### src/rtl/niosqsys_input_pio_edge_if.sv
// niosqsys_input_pio_edge_if: Avalon-MM slave bus bundle for the input PIO.
interface niosqsys_input_pio_edge_if;
    logic [1:0]  address;
    logic        chipselect;
    logic        write_n;
    logic [31:0] writedata;
    logic [31:0] readdata;

    modport master (output address, chipselect, write_n, writedata, input readdata);
    modport slave  (input address, chipselect, write_n, writedata, output readdata);
endinterface

### src/rtl/niosqsys_input_pio_edge.sv
// niosqsys_input_pio_edge: synchronised input PIO with edge capture, irq mask and level irq.
module niosqsys_input_pio_edge #(
    parameter int WIDTH       = 12,
    parameter int SYNC_STAGES = 2,
    parameter int EDGE_MODE   = 0,
    parameter int IRQ_ENABLE  = 1
) (
    input  logic                      clk,
    input  logic                      reset,
    niosqsys_input_pio_edge_if.slave  bus,
    input  logic [WIDTH-1:0]          in_port,
    output logic                      irq
);
    localparam int WARM_MAX = SYNC_STAGES + 1;
    localparam int CW       = $clog2(WARM_MAX + 1);

    logic [WIDTH-1:0] sync_q [SYNC_STAGES];
    logic [WIDTH-1:0] sync_in, prev, edge_capture, irq_mask, det, clr;
    logic [CW-1:0]    warm;
    logic             warm_done, wr;
    logic [31:0]      rd_mux;

    assign sync_in   = sync_q[SYNC_STAGES-1];
    assign warm_done = warm == CW'(WARM_MAX);
    assign wr        = bus.chipselect & ~bus.write_n;

    // edges stay masked until the chain and prev hold real samples
    always_comb begin
        det    = !warm_done     ? '0 :
                 EDGE_MODE == 0 ? sync_in & ~prev :
                 EDGE_MODE == 1 ? ~sync_in & prev : sync_in ^ prev;
        clr    = wr && bus.address == 2'd3 ? bus.writedata[WIDTH-1:0] : '0;
        rd_mux = bus.address == 2'd0 ? 32'(sync_in) :
                 bus.address == 2'd2 ? 32'(irq_mask) :
                 bus.address == 2'd3 ? 32'(edge_capture) : '0;
    end

    always_ff @(posedge clk or posedge reset) begin
        if (reset) begin
            for (int i = 0; i < SYNC_STAGES; i++) sync_q[i] <= '0;
            prev         <= '0;
            warm         <= '0;
            edge_capture <= '0;
            irq_mask     <= '0;
            bus.readdata <= '0;
            irq          <= 1'b0;
        end else begin
            sync_q[0] <= in_port;
            for (int i = 1; i < SYNC_STAGES; i++) sync_q[i] <= sync_q[i-1];
            prev         <= sync_in;
            warm         <= warm_done ? warm : warm + 1'b1;
            edge_capture <= det | (edge_capture & ~clr);
            if (wr && bus.address == 2'd2) irq_mask <= bus.writedata[WIDTH-1:0];
            bus.readdata <= rd_mux;
            irq          <= IRQ_ENABLE != 0 && |(edge_capture & irq_mask);
        end
    end
endmodule
### src/flat_wrapper.sv
// flat-port wrapper written by rule: the top's interface ports become plain ports
module niosqsys_input_pio_edge_flat 
#(
    parameter int WIDTH       = 12,
    parameter int SYNC_STAGES = 2,
    parameter int EDGE_MODE   = 0,
    parameter int IRQ_ENABLE  = 1
)
  (clk, reset, in_port, irq, bus_address, bus_chipselect, bus_write_n, bus_writedata, bus_readdata);
  niosqsys_input_pio_edge_if bus_i ();
  input  logic clk;
  input  logic reset;
  input  logic [WIDTH-1:0] in_port;
  output logic irq;
  input wire logic [$bits(bus_i.address)-1:0] bus_address;
  input wire logic [$bits(bus_i.chipselect)-1:0] bus_chipselect;
  input wire logic [$bits(bus_i.write_n)-1:0] bus_write_n;
  input wire logic [$bits(bus_i.writedata)-1:0] bus_writedata;
  output wire logic [$bits(bus_i.readdata)-1:0] bus_readdata;
  assign bus_i.address = bus_address;
  assign bus_i.chipselect = bus_chipselect;
  assign bus_i.write_n = bus_write_n;
  assign bus_i.writedata = bus_writedata;
  assign bus_readdata = bus_i.readdata;
  niosqsys_input_pio_edge #(.WIDTH(WIDTH), .SYNC_STAGES(SYNC_STAGES), .EDGE_MODE(EDGE_MODE), .IRQ_ENABLE(IRQ_ENABLE)) u_core (.clk(clk), .reset(reset), .bus(bus_i), .in_port(in_port), .irq(irq));
endmodule
### config.mk
export PLATFORM = sky130hd
export DESIGN_NAME = niosqsys_input_pio_edge_flat
export DESIGN_NICKNAME = d
export VERILOG_FILES = /design/src/rtl/niosqsys_input_pio_edge_if.sv /design/src/rtl/niosqsys_input_pio_edge.sv /design/src/flat_wrapper.sv
export SDC_FILE = /design/constraint.sdc
export NUM_CORES = 1
export LEC_CHECK = 0
export CORE_MARGIN = 8
export CORE_UTILIZATION = 50
export CTS_BUF_LIST = sky130_fd_sc_hd__clkbuf_16
export CTS_CLUSTER_SIZE = 40
export DETAILED_ROUTE_END_ITERATION = 7
export PLACE_DENSITY = 0.85
export REMOVE_ABC_BUFFERS = 1
export SYNTH_ARGS = -nofsm -noshare
export SYNTH_HDL_FRONTEND = slang
export SYNTH_SLANG_ARGS = --single-unit
### constraint.sdc
create_clock -name clk -period 3.8 [get_ports clk]
set_input_delay 0.38 -clock clk [delete_from_list [all_inputs] [get_ports clk]]
set_output_delay 0.38 -clock clk [all_outputs]
set_load 0.1 [all_outputs]
== Word level (Yosys, flattened, before mapping) ==
Index checks and enable logic that the tools add are counted.

* Register bits: 95
* Input port bits: 50
* Output and inout port bits: 33
* Logic and storage cells: 29

* $add $sub $neg: 1
* Equal/unequal tests: 3
* Multiplexer cells: 5
* Bitwise logic cells: 8
* Reductions and logical operators: 4

{| class="wikitable"
|+ Operators with widths
! operator !! number
|-
| $mux W32 || 2
|-
| $and A12 B12 Y12 || 3
|-
| $mux W12 || 3
|-
| $not A12 Y12 || 2
|-
| $or A12 B12 Y12 || 1
|-
| $reduce_or A12 Y1 || 1
|-
| $eq A2 B2 Y1 const B || 3
|-
| $add A2 B1 Y2 const B || 1
|-
| $logic_and A1 B1 Y1 || 2
|-
| $logic_not A2 Y1 || 1
|-
| $and A1 B1 Y1 || 1
|-
| $not A1 Y1 || 1
|}

== Logic depth before layout (Yosys ltp) ==
* Depth in word-level cells: 7
* Mapped depth: 4
* Mapped depth without buffers: 3

== Worst setup path before layout ==
OpenSTA, ideal clock, no wires.

* Path type: input-to-reg
* From: input port bus_write_n
* To: register u_core.irq_mask[0]
* Library setup time: 0.125 ns
* Data arrival time: 1.170 ns
* Data required time: 3.675 ns
* Slack: 2.505 ns
* Stages on the path: 3
* Path buffers: 1
* Cell sequence: and4bb_4 > buf_6 > mux2_4

* Word-level cells in the longest chain between the ends: 3

{| class="wikitable"
|+ RTL lines
! what !! line !! source
|-
| start, declared || flat_wrapper.sv:17 || <nowiki>input wire logic [$bits(bus_i.write_n)-1:0] bus_write_n;</nowiki>
|-
| $not A1 Y1 || niosqsys_input_pio_edge.sv:25 || <nowiki>assign wr = bus.chipselect & ~bus.write_n;</nowiki>
|-
| $and A1 B1 Y1 || niosqsys_input_pio_edge.sv:25 ||
|-
| $logic_and A1 B1 Y1 || niosqsys_input_pio_edge.sv:53 || <nowiki>if (wr && bus.address == 2'd2) irq_mask <= bus.writedata[WIDTH-1:0];</nowiki>
|-
| end signal, assigned || niosqsys_input_pio_edge.sv:53 ||
|-
| end, declared || niosqsys_input_pio_edge.sv:18 || <nowiki>logic [WIDTH-1:0] sync_in, prev, edge_capture, irq_mask, det, clr;</nowiki>
|}

Every way passes these cells.
A chain may end at the register's enable or synchronous reset.

== Final worst setup path ==
* From: register u_core.bus.readdata[11]
* To: output port bus_readdata[11]

{| class="wikitable"
|+ RTL lines
! what !! line !! source
|-
| start, declared || niosqsys_input_pio_edge_if.sv:10 || <nowiki>modport slave (input address, chipselect, write_n, writedata, output readdata);</nowiki>
|-
| start signal, assigned || niosqsys_input_pio_edge.sv:54 || <nowiki>bus.readdata <= rd_mux;</nowiki>
|-
| end, declared || flat_wrapper.sv:19 || <nowiki>output wire logic [$bits(bus_i.readdata)-1:0] bus_readdata;</nowiki>
|}

No word-level cell between the ends.

==> metrics.cfg <==
[run_status]
status = finished clean

[worst_setup_path]
start_kind = flip-flop
crit_cells = 1
arrival_ns = 1.80
critPathRequiredTime_ns = 3.42
crit_path_max_incr_delay_ns = 1.14
crit_fanout = 1
criticalPathCategory = reg -> out
cp_top_family = buffers and inverters
worst_path_max_delay_cell = clkdlybuf4s50_1
reg2reg_depth = 2
worst-path-buf-inv = 1
critical_path.cell_chain = clkdlybuf4s50_1
cp-end-kind = primary output

[synthesis]
synth_area_mm2 = 0.00280
synthTopCellsByArea = dfrtp_1 67%, mux2_2 6.0%, buf_4 5.4%
ys_ff_latch = 75
synth_top_area_frac = 0.671
synth_warnings = 0
avgSynthCellArea_um2 = 14.9
yosysTopAreaCell = dfrtp_1
ys_seq_area_frac = 0.671
synth.distinct_cells = 20
syn_inst = 188

[clocking]
post_cts_buffers = 0
cts_root_buf = clkbuf_16
cts_tree = done
path_clk_slew_ns = 0.05
cts_hold_buffers = 0
clock_sinks = 75
clock_latency_ns = 0.33
clockBufferDepth = 2
cts_inserted_buffers = 9
cts_max_level = 3
cts-resized-gates = 0

[grt]
overflow = 0
grt_use_met2 = 0.221
grt_busiest_layer = met2
grt_pass1_wl_um = 9280
gr-usage-met3 = 0.0682
grt_pass1_vias = 1912
grt_usage = 0.144
grt_max_degree = 45
met1_usage = 0.168
antenna_found_initial = 0

[die]
num_io_pins = 83
core_mm2 = 0.00547
dieArea_mm2 = 0.00825
rows = 27
initial_core_util = 0.511
dieHeight_um = 90.8
fp.dieW_um = 90.8

[detailed_routing]
routed_via_density = 5.19
wl_per_cell_um = 17.3
vias = 1625
drt_wl_total_um = 5430
antenna_left = 0
drt_iter0_drc = 70
drc_errors = 0
firstDrtPassIters = 4

[power]
power_frac_seq = 0.433
power_leakage_nw = 1.53
power_frac_comb = 0.191
internal_power_w = 0.00150
pwr-share-clk = 0.376
ir_drop_mv = 0.344
switching_share = 0.289
p_sw_w = 0.000611
p_per_area_mw_per_mm2 = 604

[finish]
antenna_cells = 0
areaGrowthSynthToFinish_pct = 24.9
post-route-util = 0.639
layout.cells.non_filler = 313
nNetsFinal = 287
drive_gt1_frac = 0.170

[timing]
fmax_mhz = 459
relSlewSlack = 0.344
fin_crit_sh = 0.573
setup_viol = 0
rsz0062_at_grt = no
final_max_slew_viol_count = 0
fin_crit_ns = 2.18
setup_ws_ns = 1.62
finalSetupTns_ns = 0
clock-skew-final_ns = 0.00502
tightest_slew_ns = 0.981
finalHoldViolCount = 0

[placed_design]
hpwlAfterDp_um = 3670
portBuffers = 42
pre_cts_ws_ns = 1.37
dp_cells = 297
routabilityCongestion = 0.769

[flow_run]
max-cap-violations = 0

[worst_hold_path]
min_path_cells = 0
hold_path_class = reg -> reg

==> final cells by class <==
| type | count | area [um2] |
|---|---|---|
| Inverter | 2 | 7.51 |
| Multi-Input combinational cell | 104 | 801 |
| Timing Repair Buffer | 44 | 435 |
| Fill cell | 421 | 1980 |
| Sequential cell | 75 | 1880 |
| Clock inverter | 7 | 60.1 |
| Tap cell | 72 | 90.1 |
| Clock buffer | 9 | 225 |
==> routing by layer <==
layer  part of all wire  vias to the layer above
met2               0.48                       62
met1               0.45                      837
met3              0.064                        8
li1                   -                      718
met5                  0                        -
met4             0.0083                        0
==> Yosys cell counts <==
| cell type | instances |
|---|---|
| clkbuf_1 | 1 |
| ha_1 | 1 |
| inv_1 | 2 |
| o2bb2ai_1 | 11 |
| conb_1 | 1 |
| dfrtp_1 | 75 |
| nor2_1 | 1 |
| mux2_2 | 15 |
| nand3_1 | 1 |
| nand2_1 | 23 |
| a32o_1 | 1 |
| buf_2 | 4 |
| buf_6 | 1 |
| and4bb_4 | 1 |
| mux2_4 | 10 |
| a221oi_1 | 3 |
| buf_4 | 20 |
| a22o_1 | 15 |
| and4b_1 | 1 |
| xnor2_1 | 1 |
==> cell families (layout without fill, tap and decap cells) <==
| group | count (synthesis) | count (layout) | synth area share |
|---|---|---|---|
| fa+ha+maj | 1 | 1 | 0.00447 |
| xor+xnor | 1 | 1 | 0.00313 |
| other cells | 1 | 20 | 0.00134 |
| mux | 25 | 25 | 0.114 |
| simple gates | 27 | 27 | 0.0434 |
| compound gates | 30 | 30 | 0.0943 |
| flops | 75 | 75 | 0.671 |
| buf+inv | 28 | 62 | 0.0688 |
==> power by group through the flow <==
| stage | clock [W] | sequential [W] | combinational, W |
|---|---|---|---|
| global route | 0.000850 | 0.000921 | 0.000424 |
| detailed placement | 0 | 0.000926 | 0.000404 |
| finish | 0.000795 | 0.000914 | 0.000403 |
| CTS | 0.000812 | 0.000914 | 0.000406 |
| floorplan | 0 | 0.00103 | 0.000197 |
| global placement | 0 | 0.000922 | 0.000398 |
==> per-stage QoR <==
step	instance area [um2]	total power (W)	hold slack (ns)
after floorplan	2690	0.00122	0.331
after global placement	3210	0.00132	0.331
after detailed placement	3210	0.00133	0.335
after CTS	3500	0.00213	0.344
after global routing	3500	0.00220	0.353
final	3500	0.00211	0.344
==> state kept, by name, summed over array words and instances, names as in the netlist <==
name and flops:
u_core.sync_in 12, u_core.prev 12, u_core.irq_mask 12, u_core.warm 2
u_core.edge_capture 12, u_core.irq 1, u_core.sync_q 12, u_core.bus.readdata 12
==> final timing paths <==
path | from | to | slack (ns)
max | u_core.bus.readdata[11] | bus_readdata[11] | 1.62
min | u_core.sync_q[21] | u_core.sync_in[9] | 0.34
max reg2reg | u_core.warm[0] | u_core.warm[1] | 2.34
min reg2reg | u_core.sync_q[21] | u_core.sync_in[9] | 0.34
max in group asynchronous | reset | u_core.bus.readdata[11] | 2.37
min in group asynchronous | reset | u_core.irq_mask[7] | 0.46
==> layout by cell type, fill, tap and decap left out, drive strengths merged <==
cell / netlist / routed
clkbuf: 1 / 9
and4b: 1 / 1
buf: 25 / 2
ha: 1 / 1
xnor2: 1 / 1
a32o: 1 / 1
clkdlybuf4s50: 0 / 42
dfrtp: 75 / 75
clkinv: 0 / 3
bufinv: 0 / 1
conb: 1 / 20
inv: 2 / 3
nor2: 1 / 1
clkinvlp: 0 / 2
o2bb2ai: 11 / 11
nand2: 23 / 23
a221oi: 3 / 3
and4bb: 1 / 1
nand3: 1 / 1
a22o: 15 / 15
mux2: 25 / 25
(Power assumes the default switching activity.)
